### src/rtl/regfile_wb_arbiter.sv
`default_nettype none
// ============================================================================
// regfile_wb_arbiter : two-port writeback arbiter for the register file write
//                      port, with a pending-write scoreboard for RAW checks.
// Revision 1.0
// ============================================================================
module regfile_wb_arbiter #(
  parameter int DATA_W = 16,
  parameter int REG_AW = 3,
  parameter bit FAIR   = 1'b1
) (
  input  logic                 clk,
  input  logic                 rst,
  input  logic                 r0_valid_i,
  output logic                 r0_ready_o,
  input  logic [REG_AW-1:0]    r0_dest_i,
  input  logic [DATA_W-1:0]    r0_data_i,
  input  logic                 r0_hb_i,
  input  logic                 r0_lb_i,
  input  logic                 r1_valid_i,
  output logic                 r1_ready_o,
  input  logic [REG_AW-1:0]    r1_dest_i,
  input  logic [DATA_W-1:0]    r1_data_i,
  input  logic                 r1_hb_i,
  input  logic                 r1_lb_i,
  input  logic                 rsv_valid_i,
  input  logic [REG_AW-1:0]    rsv_reg_i,
  input  logic [REG_AW-1:0]    chkA_i,
  input  logic [REG_AW-1:0]    chkB_i,
  output logic                 hazA_o,
  output logic                 hazB_o,
  output logic [2**REG_AW-1:0] pending_o,
  output logic                 rf_we_o,
  output logic [REG_AW-1:0]    rf_regDest_o,
  output logic [DATA_W-1:0]    rf_dataIn_o,
  output logic                 rf_hb_o,
  output logic                 rf_lb_o
);

  localparam int NREG = 2**REG_AW;

  logic              gnt0, gnt1;
  logic              last_grant_q;
  logic              rf_we_q;
  logic [REG_AW-1:0] rf_dest_q, rf_dest_d;
  logic [DATA_W-1:0] rf_data_q, rf_data_d;
  logic              rf_hb_q, rf_hb_d;
  logic              rf_lb_q, rf_lb_d;
  logic [NREG-1:0]   pending_q, pending_d;

  // last_grant_q = 1 means port 1 won most recently, so port 0 is preferred next.
  always_comb begin
    gnt0 = 1'b0;
    gnt1 = 1'b0;
    if (!rst) begin
      if (r0_valid_i && r1_valid_i) begin
        if (FAIR && !last_grant_q) gnt1 = 1'b1;
        else                       gnt0 = 1'b1;
      end else begin
        gnt0 = r0_valid_i;
        gnt1 = r1_valid_i;
      end
    end
  end

  always_comb begin
    rf_dest_d = rf_dest_q;
    rf_data_d = rf_data_q;
    rf_hb_d   = rf_hb_q;
    rf_lb_d   = rf_lb_q;
    if (gnt0) begin
      rf_dest_d = r0_dest_i;
      rf_data_d = r0_data_i;
      rf_hb_d   = r0_hb_i;
      rf_lb_d   = r0_lb_i;
    end else if (gnt1) begin
      rf_dest_d = r1_dest_i;
      rf_data_d = r1_data_i;
      rf_hb_d   = r1_hb_i;
      rf_lb_d   = r1_lb_i;
    end
  end

  // Clear happens after the regFile commit; a same-edge reserve overrides it.
  always_comb begin
    pending_d = pending_q;
    if (rf_we_q) pending_d[rf_dest_q] = 1'b0;
    if (rsv_valid_i) pending_d[rsv_reg_i] = 1'b1;
  end

  always_ff @(posedge clk) begin
    if (rst) begin
      rf_we_q      <= 1'b0;
      rf_dest_q    <= '0;
      rf_data_q    <= '0;
      rf_hb_q      <= 1'b0;
      rf_lb_q      <= 1'b0;
      last_grant_q <= 1'b1;
      pending_q    <= '0;
    end else begin
      rf_we_q   <= gnt0 | gnt1;
      rf_dest_q <= rf_dest_d;
      rf_data_q <= rf_data_d;
      rf_hb_q   <= rf_hb_d;
      rf_lb_q   <= rf_lb_d;
      pending_q <= pending_d;
      if (gnt0)      last_grant_q <= 1'b0;
      else if (gnt1) last_grant_q <= 1'b1;
    end
  end

  // A transfer still in the output stage when reset arrives must not reach the regFile.
  assign rf_we_o      = rf_we_q & ~rst;
  assign rf_regDest_o = rf_dest_q;
  assign rf_dataIn_o  = rf_data_q;
  assign rf_hb_o      = rf_hb_q;
  assign rf_lb_o      = rf_lb_q;
  assign r0_ready_o   = gnt0;
  assign r1_ready_o   = gnt1;
  assign pending_o    = pending_q;
  assign hazA_o       = pending_q[chkA_i];
  assign hazB_o       = pending_q[chkB_i];

endmodule
`default_nettype wire

### config.mk
export PLATFORM = sky130hd
export DESIGN_NAME = regfile_wb_arbiter
export DESIGN_NICKNAME = d
export VERILOG_FILES = /design/src/rtl/regfile_wb_arbiter.sv
export SDC_FILE = /design/constraint.sdc
export NUM_CORES = 1
export LEC_CHECK = 0
export ABC_AREA = 1
export CAP_MARGIN = 15
export CELL_PAD_IN_SITES_DETAIL_PLACEMENT = 0
export CELL_PAD_IN_SITES_GLOBAL_PLACEMENT = 1
export CORE_ASPECT_RATIO = 1.2
export CORE_MARGIN = 2
export CORE_UTILIZATION = 24
export CTS_BUF_LIST = sky130_fd_sc_hd__clkbuf_16
export CTS_CLUSTER_DIAMETER = 150
export DETAILED_ROUTE_END_ITERATION = 10
export PLACE_DENSITY_LB_ADDON = 0.1
export SLEW_MARGIN = 10
export SYNTH_ARGS = -nofsm -noshare
export SYNTH_HDL_FRONTEND = slang
export SYNTH_SLANG_ARGS = --single-unit
### constraint.sdc
create_clock -name clk -period 1.15 [get_ports clk]
set_clock_uncertainty 0.2 [all_clocks]
set_input_delay 0.115 -clock clk [delete_from_list [all_inputs] [get_ports clk]]
set_output_delay 0.115 -clock clk [all_outputs]
set_load 0.05 [all_outputs]
After elaboration in Yosys (flattened, before gate mapping)

Cells that the tools add are included.

Register bits after elaboration: 31

Order comparisons: 6
Multiplexer cells: 26
Bitwise logic cells: 6
Reduce and logical (&&, ||, !) cells: 4

Operators by type and width:

| operator                                                                             | count |
|---|---|
| 16-bit two-way mux                                                                   | 2 |
| 3-bit by 4-bit < comparator with 1-bit output (second input constant)                | 4 |
| 1-bit two-way mux                                                                    | 16 |
| 8-bit two-way mux                                                                    | 2 |
| 8-bit AND                                                                            | 1 |
| 8-bit inverter                                                                       | 1 |
| 8-bit OR                                                                             | 1 |
| 1-bit binary-select mux with 3-bit select                                            | 2 |
| 1-bit demux with 3-bit select                                                        | 2 |
| 3-bit by 1-bit greater-or-equal comparator with 1-bit output (second input constant) | 2 |
| 3-bit two-way mux                                                                    | 2 |
| 1-bit logical AND                                                                    | 3 |
| 2-bit nonzero test                                                                   | 1 |
| 1-bit AND                                                                            | 1 |
| 1-bit inverter                                                                       | 1 |
| 1-bit OR                                                                             | 1 |

Logic depth before layout (Yosys ltp)

Word-level depth: 9
Depth in mapped cells: 7
Mapped depth without buffers: 6

Least setup slack after synthesis

OpenSTA, ideal clock, no wires.

Path kind: register to output
Start point: reg pending_q[7] (netlist: pending_o[7])
End point: out hazA_o
Arrival time: 1.296 ns
Slack: -0.461 ns
Stages on the path, launching flop included: 7
Path buffers: 0
Cell sequence: dfxtp_1 inv_1 nand2_1 nand3_1 nand2_1 nand2_1 nand2_1

Word-level cells in the longest chain between the ends: 2

Ends and longest elaborated chain:

| item                                      | RTL line | RTL |
|---|---|---|
| start: declaration                        | 49       | `logic [NREG-1:0] pending_q, pending_d;` |
| start signal: assignment                  | 106      | `pending_q <= pending_d;` |
| 1-bit binary-select mux with 3-bit select | 121      | `assign hazA_o = pending_q[chkA_i];` |
| 1-bit two-way mux (implied by the code)   | 121      |  |
| end: declaration                          | 30       | `output logic hazA_o,` |

No other way between the ends. The select of a mux whose other input is x is not followed.

Worst setup path after layout

Start point: reg pending_q[1] (netlist: pending_o[1])
End point: out hazB_o

Word-level cells in the longest chain between the ends: 2

Ends and longest elaborated chain:

| item                                      | RTL line | RTL |
|---|---|---|
| 1-bit binary-select mux with 3-bit select | 122      | `assign hazB_o = pending_q[chkB_i];` |
| 1-bit two-way mux (implied by the code)   | 122      |  |
| end: declaration                          | 31       | `output logic hazB_o,` |

No other way between the ends. The select of a mux whose other input is x is not followed.

==> metrics.csv <==
metric,value,unit
final worst slack,-0.298,ns
clock sink total,31,
Worst R2R End,rf_dataIn_o[6]$_SDFFE_PP0P_,
IO Count,90,
RSZ-0062 raised after global routing,yes,
yosys warns,0,
RR Startpoint,last_grant_q$_SDFFE_PP1P_,
Fin. Hold Viols,0,
Post-Place Cell Area,3410,sq um
mapped cell area,1840,sq um
Routed WL per cell,12.2,microns
diodes inserted,0,
fillcell total,729,
Final GP Congestion,0.820,
post-synthesis register bit count,31,
grt ovf,0,
antenna-violating nets left,0,
Core Region,7580,sq um
Worst Path Max Fanout,2,
kind of critical path,reg -> out,
clock buffer depth,2,
max-cap violations,0,
GRT Total Usage,0.149,
Via Count,2248,
CTS Hold Bufs,0,
worst hold path type,in -> reg,
first-pass GRT wire length,10200,microns
syn_area_per_cell,6.34,sq um
leakage,1.75,nW
power density over the cells,1000,nW/um^2
drt drc,0,
status,"complete, but fails checks",
worst slew pin tran,0.247,ns
I/O Buffers,89,
failing checks,setup timing,
Final setup viols,35,
Post-Syn Instances,291,
post-synthesis sequential area ratio,0.336,
First-pass DRT Iterations,4,
"commonest non-fill, non-tap cell in the layout",clkdlybuf4s50_1,
Final period util,1.26,
TritonCTS buffer count,5,
Yosys top cell area share,0.336,
type of element capturing the critical path,output port,
fin nets,463,
row count,35,
r2r setup slk,-0.19,ns
largest net degree at the start of global routing,25,
Final min period,1.45,ns
H-tree levels,2,
clock latency on the worst-skew pair,0.27,ns
worst setup path start,pending_o[1]$_SDFF_PP0_,
Critical Path RT,0.83,ns
via/cell ratio,4.50,
setup TNS,-4.72,ns
area grow syn2layout,116,%
Die ar.,8410,sq um
dpl hpwl,4440,microns
fmax,0.691,GHz
total wire length,6110,microns
Max-slew headroom,0.835,
reg2reg path depth,8,
Synth area leaders,"dfxtp_1 34%, nand2_1 11%, inv_1 9.0%",
height of the die,100,microns
"CTS clk-pin slew, worst paths",0.05,ns
largest area contributor in the netlist,dfxtp_1,
Die Width,84.0,microns
Arrival @ worst endpoint,1.13,ns
CTS tree,built,
post-synth cell types,19,
Root Driver,clkbuf_16,
worst hold slack,0.185,ns
initial antenna violation count,0,
CP Launch Type,flop,
Post-Syn Nets,347,
dpl ws,-0.448,ns
fraction of layout instances using a drive strength above 1,0.404,
Peak VDD IR,488,uV
cell area after layout,3990,sq um
Finished Layout Cells,500,
"commonest non-fill, non-tap cells in the layout","48 x clkdlybuf4s50_1, 42 x buf_12, 41 x nand2_1, 41 x nor2_1, 35 x inv_1",
Pins Over Slew Limit,0,
Setup crit end,hazB_o,
initial core utilization,0.243,
Inst Count DP,481,
Starting DRT DRC Count,71,
vias in the first global route,2239,
==> logic make-up after synthesis <==
group | synth area share
and+or+nand+nor | 0.326
DFF | 0.337
AOI/OAI and AO/OA | 0.167
buffers and inverters | 0.171
==> Yosys cell counts <==
| master | number |
|---|---|
| a21oi_1 | 31 |
| buf_2 | 3 |
| buf_4 | 2 |
| buf_6 | 3 |
| buf_8 | 2 |
| clkbuf_1 | 3 |
| clkbuf_8 | 3 |
| dfxtp_1 | 31 |
| inv_1 | 44 |
| inv_2 | 1 |
| nand2_1 | 55 |
| nand2_2 | 2 |
| nand3_1 | 28 |
| nand3_2 | 1 |
| nand4_1 | 8 |
| nor2_1 | 43 |
| nor2_8 | 1 |
| o211ai_1 | 1 |
| o21ai_0 | 29 |
==> critical path, stage by stage, from the launching register on <==
cell     delay [ns]
dfxtp_4        0.36
inv_4          0.04
nand2_1        0.07
nand3_2        0.07
nand2_2        0.06
nand2_2        0.06
nand2_4        0.07
buf_12         0.13
==> state kept, by name, indices dropped and copies added (netlist names) <==
signal / cells
rf_we_q: 1
last_grant_q: 1
rf_hb_o: 1
pending_o: 8
rf_lb_o: 1
rf_dataIn_o: 16
rf_regDest_o: 3
==> layer usage <==
layer  share of wire  vias up  wire length, microns  track usage
li1                -     1161                     -            -
met1            0.41     1029                  2490        0.167
met2            0.53       51                  3260        0.278
met3           0.045        7                   275       0.0329
met4           0.012        0                    76       0.0447
met5               0        -                     0            0
==> worst min path at each step <==
stage / start / end / cells past startpoint
floorplan: r0_valid_i / last_grant_q$_SDFFE_PP1P_ / 1
CTS: r0_valid_i / last_grant_q$_SDFFE_PP1P_ / 3
finish: r0_valid_i / last_grant_q$_SDFFE_PP1P_ / 3
global route: r0_valid_i / last_grant_q$_SDFFE_PP1P_ / 3
global placement: rf_regDest_o[0]$_SDFFE_PP0P_ / rf_regDest_o[0]$_SDFFE_PP0P_ / 2
detailed placement: rf_regDest_o[0]$_SDFFE_PP0P_ / rf_regDest_o[0]$_SDFFE_PP0P_ / 2
==> cell type report <==
| type | instances | area [sq um] | share of cell area |
|---|---|---|---|
| well taps | 92 | 115 | 0.0288 |
| multi-input cells | 199 | 1190 | 0.298 |
| flip-flops and latches | 31 | 666 | 0.167 |
| repair buffers | 125 | 1700 | 0.427 |
| inverters | 45 | 184 | 0.0461 |
| clock buffers | 5 | 125 | 0.0313 |
| clock inverters | 3 | 11.3 | 0.00282 |
==> repair_timing <==
item / in CTS / in global routing
gates resized for setup: 50 / 53
endpoints found under the setup margin: 35 / 44
pin swaps: 42 / 42
setup buffers: 6 / 5
gates cloned: 4 / 0
==> per-stage QoR <==
step,total power (W),util
3_3_place_gp,0.00265,0.450
6_report,0.00401,0.527
5_1_grt,0.00420,0.527
2_1_floorplan,0.00191,-
4_1_cts,0.00404,0.511
3_5_place_dp,0.00265,0.450
==> report_power, final <==
| group | leakage (nW) | switching [W] | total [W] | internal [W] |
|---|---|---|---|---|
| clock | 0.0701 | 0.000450 | 0.00123 | 0.000777 |
| sequential | 0.265 | 0.0000901 | 0.00124 | 0.00115 |
| combinational | 1.42 | 0.000755 | 0.00154 | 0.000787 |
Note: power is estimated with default switching activity, not from simulation.
==> RTL edit 1: new RTL, same flow settings <==
`DATA_W`: 16 -> 18.
--- a/src/rtl/regfile_wb_arbiter.sv
+++ b/src/rtl/regfile_wb_arbiter.sv
@@ -5,7 +5,7 @@
 // Revision 1.0
 // ============================================================================
 module regfile_wb_arbiter #(
-  parameter int DATA_W = 16,
+  parameter int DATA_W = 18,
   parameter int REG_AW = 3,
   parameter bit FAIR   = 1'b1
 ) (
Interface: changed (resized r0_data_i, r1_data_i and rf_dataIn_o); port bits go from 90 to 96. The function was not compared with the original's and may differ.
==> RTL edit 1 against the original RTL <==
  * The flow still finishes with violations (negative setup slack)
  * Power rose by 5.9%
  * Design area rose by 4.5%
  * Global-route usage rose by 0.55 points
  * Sequential cell count rose by 2
  * Worst setup slack got worse by 0.012 ns
  * Wire length rose by 8.5%
  * Area after synthesis rose by 5.4%
  * Critical endpoint unchanged
==> RTL edit 1: results (changes against the original RTL) <==
status complete, but fails checks (unchanged); failing checks negative setup slack (unchanged); total power 4.25 mW (was 4.01 mW); grt met1 use 20.4% (was 16.7%); Cells after DPL 502 (was 481); vias in the first global route 2265 (was 2239); post-CTS setup buffers 4 (was 6); fillers 747 (was 729); slew margin rel. 81.9% (was 83.5%); Final HPWL DP 4540 um (was 4440 um); drt wl/cell 12.7 um (was 12.2 um); post-route setup slack -0.310 ns (was -0.298 ns); P&R area growth vs syn 115% (was 116%); met2 wire len 3190 um (was 3260 um); drt initial violations 82 (was 71); cell depth of the worst hold path 4 (was 3); Synth Area in Compound Gates 16.9% (was 16.7%); Seq/Total Area, Yosys 34.0% (was 33.6%); Port Buffers 95 (was 89); placed instance area 3560 um2 (was 3410 um2); vias per inst 4.51 (was 4.50); grt met3 use 4.08% (was 3.29%); largest net degree at the start of global routing 31 (was 25); max FFs per register 18 (was 16); layout cells sized above 1 41.8% (was 40.4%); Yosys cell types 16 (was 19); GPL Wtd Cong 0.757 (was 0.820); final WL 6630 um (was 6110 um); R2R Setup Slk -0.22 ns (was -0.19 ns); Seq pwr share 31.4% (was 31.0%); wl on met1 3040 um (was 2490 um); combinational share of power 38.8% (was 38.4%); Area contributors post-synth dfxtp_1, nand2_1, nor2_1 (was dfxtp_1, nand2_1, inv_1); # setup viols final 37 (was 35); Layout Nets 487 (was 463)
-- RTL edit 1: changes by cell type after synthesis, sizes merged --
cell and change:
nor2 +4, buf +5, dfxtp +2, o21ai +2
nand3 +2, a21oi +2, nand2 +2, clkbuf -3
inv +2
-- RTL edit 1: final cells by class --
type	count	share of cell area, %
Timing Repair Buffer	129	42.6
Multi-Input combinational cell	211	29.8
Sequential cell	33	17.3
Inverter	47	4.23
Clock buffer	5	3.00
Tap cell	92	2.76
Clock inverter	3	0.390
-- RTL edit 1: worst reg2reg max path, stage by stage (launching register included) --
cell and delay [ns]:
dfxtp_2 0.32, inv_2 0.06, buf_6 0.11, nand2_8 0.13, buf_12 0.18, nand3_2 0.07
nand2_2 0.05, nor2_2 0.10, nor2_1 0.04
-- RTL edit 1: per-stage QoR --
| step | hold WS, ns | TNS (ns) | setup slack (ns) |
|---|---|---|---|
| after floorplan | 0.0371 | -1.37 | -0.0857 |
| after global placement | 0.347 | -15.36 | -0.503 |
| after detailed placement | 0.347 | -15.86 | -0.532 |
| after CTS | 0.178 | -6.20 | -0.302 |
| after global routing | 0.120 | -8.57 | -0.375 |
| final | 0.112 | -5.88 | -0.310 |
-- RTL edit 1: worst max-delay path by stage --
stage / cells after the start / slack (ns) / endpoint / startpoint
after floorplan: 8 / -0.09 / rf_regDest_o[2]$_SDFFE_PP0P_ / last_grant_q$_SDFFE_PP1P_
after global placement: 7 / -0.50 / rf_dataIn_o[15]$_SDFFE_PP0P_ / rst
after detailed placement: 7 / -0.53 / rf_dataIn_o[15]$_SDFFE_PP0P_ / r1_valid_i
after CTS: 7 / -0.30 / hazB_o / pending_o[1]$_SDFF_PP0_
after global routing: 7 / -0.37 / hazA_o / pending_o[5]$_SDFF_PP0_
final: 7 / -0.31 / hazB_o / pending_o[5]$_SDFF_PP0_
==> RTL edit 2: new RTL, same flow settings <==
Made on the original files. Make the reset (`rst`) asynchronous in one clocked block.
--- a/src/rtl/regfile_wb_arbiter.sv
+++ b/src/rtl/regfile_wb_arbiter.sv
@@ -88,7 +88,7 @@
     if (rsv_valid_i) pending_d[rsv_reg_i] = 1'b1;
   end
 
-  always_ff @(posedge clk) begin
+  always_ff @(posedge clk or posedge rst) begin
     if (rst) begin
       rf_we_q      <= 1'b0;
       rf_dest_q    <= '0;
Formal check against the unedited RTL: differs if rst is asserted again (counterexample within 4 cycles, from zero or initial values and one cycle with rst high); with rst held inactive, the same outputs for 10 cycles.
==> RTL edit 2 against the original RTL <==
  * Critical path type unchanged
  * Area after synthesis shrank 0.34%
  * Wire length grew 11%
  * Worst setup slack lost 0.087 ns
  * Sequential cell count is the same
  * The flow finishes with violations (negative hold slack, negative setup slack)
  * Final cell count grew 2.0%
  * Critical path depth shrank 2
  * Design area grew 9.6%
  * Sequential share of layout area grew 1.4 points
Power is not compared: it rests on default switching activity, and its combinational part moved more than twofold at a synthesized area within 25%.
==> RTL edit 2: results (changes against the original RTL) <==
Hold Path Class input pin to asynchronous set/reset pin (was input pin to register); wl on met1 2640 um (was 2490 um); grt met1 use 17.0% (was 16.7%); r2r endpoint rf_lb_o$_DFFE_PP0P_ (was rf_dataIn_o[6]$_SDFFE_PP0P_); multi-input logic cell count 173 (was 199); Layout Nets 475 (was 463); R2R Setup Slk -0.34 ns (was -0.19 ns); slew margin rel. 72.3% (was 83.5%); # setup viols final 58 (was 35); fillers 678 (was 729); invs w/o clock 69 (was 45); metal3 WL 339 um (was 275 um); Seq/Total Area, Yosys 42.3% (was 33.6%); Clock-cell share 3.20% (was 3.42%); failing checks negative hold slack, negative setup slack (was negative setup slack); top post-synthesis cells by count nand2_1, inv_1, nand3_1 (was nand2_1, inv_1, nor2_1); placed instance area 3410 um2 (about the same); layout cells sized above 1 49.0% (was 40.4%); Critical Path End r0_ready_o (was hazB_o); Post-CTS Resized 65 (was 50); Synth Area per Inst 6.49 um2 (was 6.34 um2); Finished Layout Cells 510 (was 500); largest net degree at the start of global routing 32 (was 25); Layout non-clock buf frac 41.7% (was 42.7%); status complete, but fails checks (unchanged); P&R area growth vs syn 138% (was 116%); Critical-path top delay cell dfstp_2 (was dfxtp_4); post-route setup slack -0.384 ns (was -0.298 ns); RR Startpoint last_grant_q$_DFFE_PP1P_ (was last_grant_q$_SDFFE_PP1P_); final WL 6760 um (was 6110 um); final hold vios 26 (was 0); multi-input logic area 1230 um2 (was 1190 um2); core area 7360 um2 (was 7580 um2); WHS -0.0281 ns (was 0.185 ns); setup total negative slack -10.25 ns (was -4.72 ns); Total GRT Usage 15.2% (was 14.9%)
==> RTL edit 2: cell count changes after synthesis, moves of 3 or more <==
| cell | before | now |
|---|---|---|
| nand2_1 | 55 | 98 |
| nor2_1 | 43 | 1 |
| dfxtp_1 | 31 | 0 |
| dfrtp_1 | 0 | 30 |
| a21oi_1 | 31 | 2 |
| nand3_1 | 28 | 54 |
| inv_1 | 44 | 67 |
| o21ai_0 | 29 | 16 |
| nand4_1 | 8 | 0 |
| buf_2 | 3 | 8 |
| buf_6 | 3 | 0 |
| clkbuf_1 | 3 | 0 |
| clkbuf_8 | 3 | 0 |
==> RTL edit 2: kinds of logic after synthesis <==
| group | count (synthesis) | synth area share [%] |
|---|---|---|
| AOI/OAI and AO/OA | 19 | 5.38 |
| and+or+nand+nor | 154 | 35.3 |
| buffers and inverters | 79 | 17.1 |
| DFF | 31 | 42.3 |
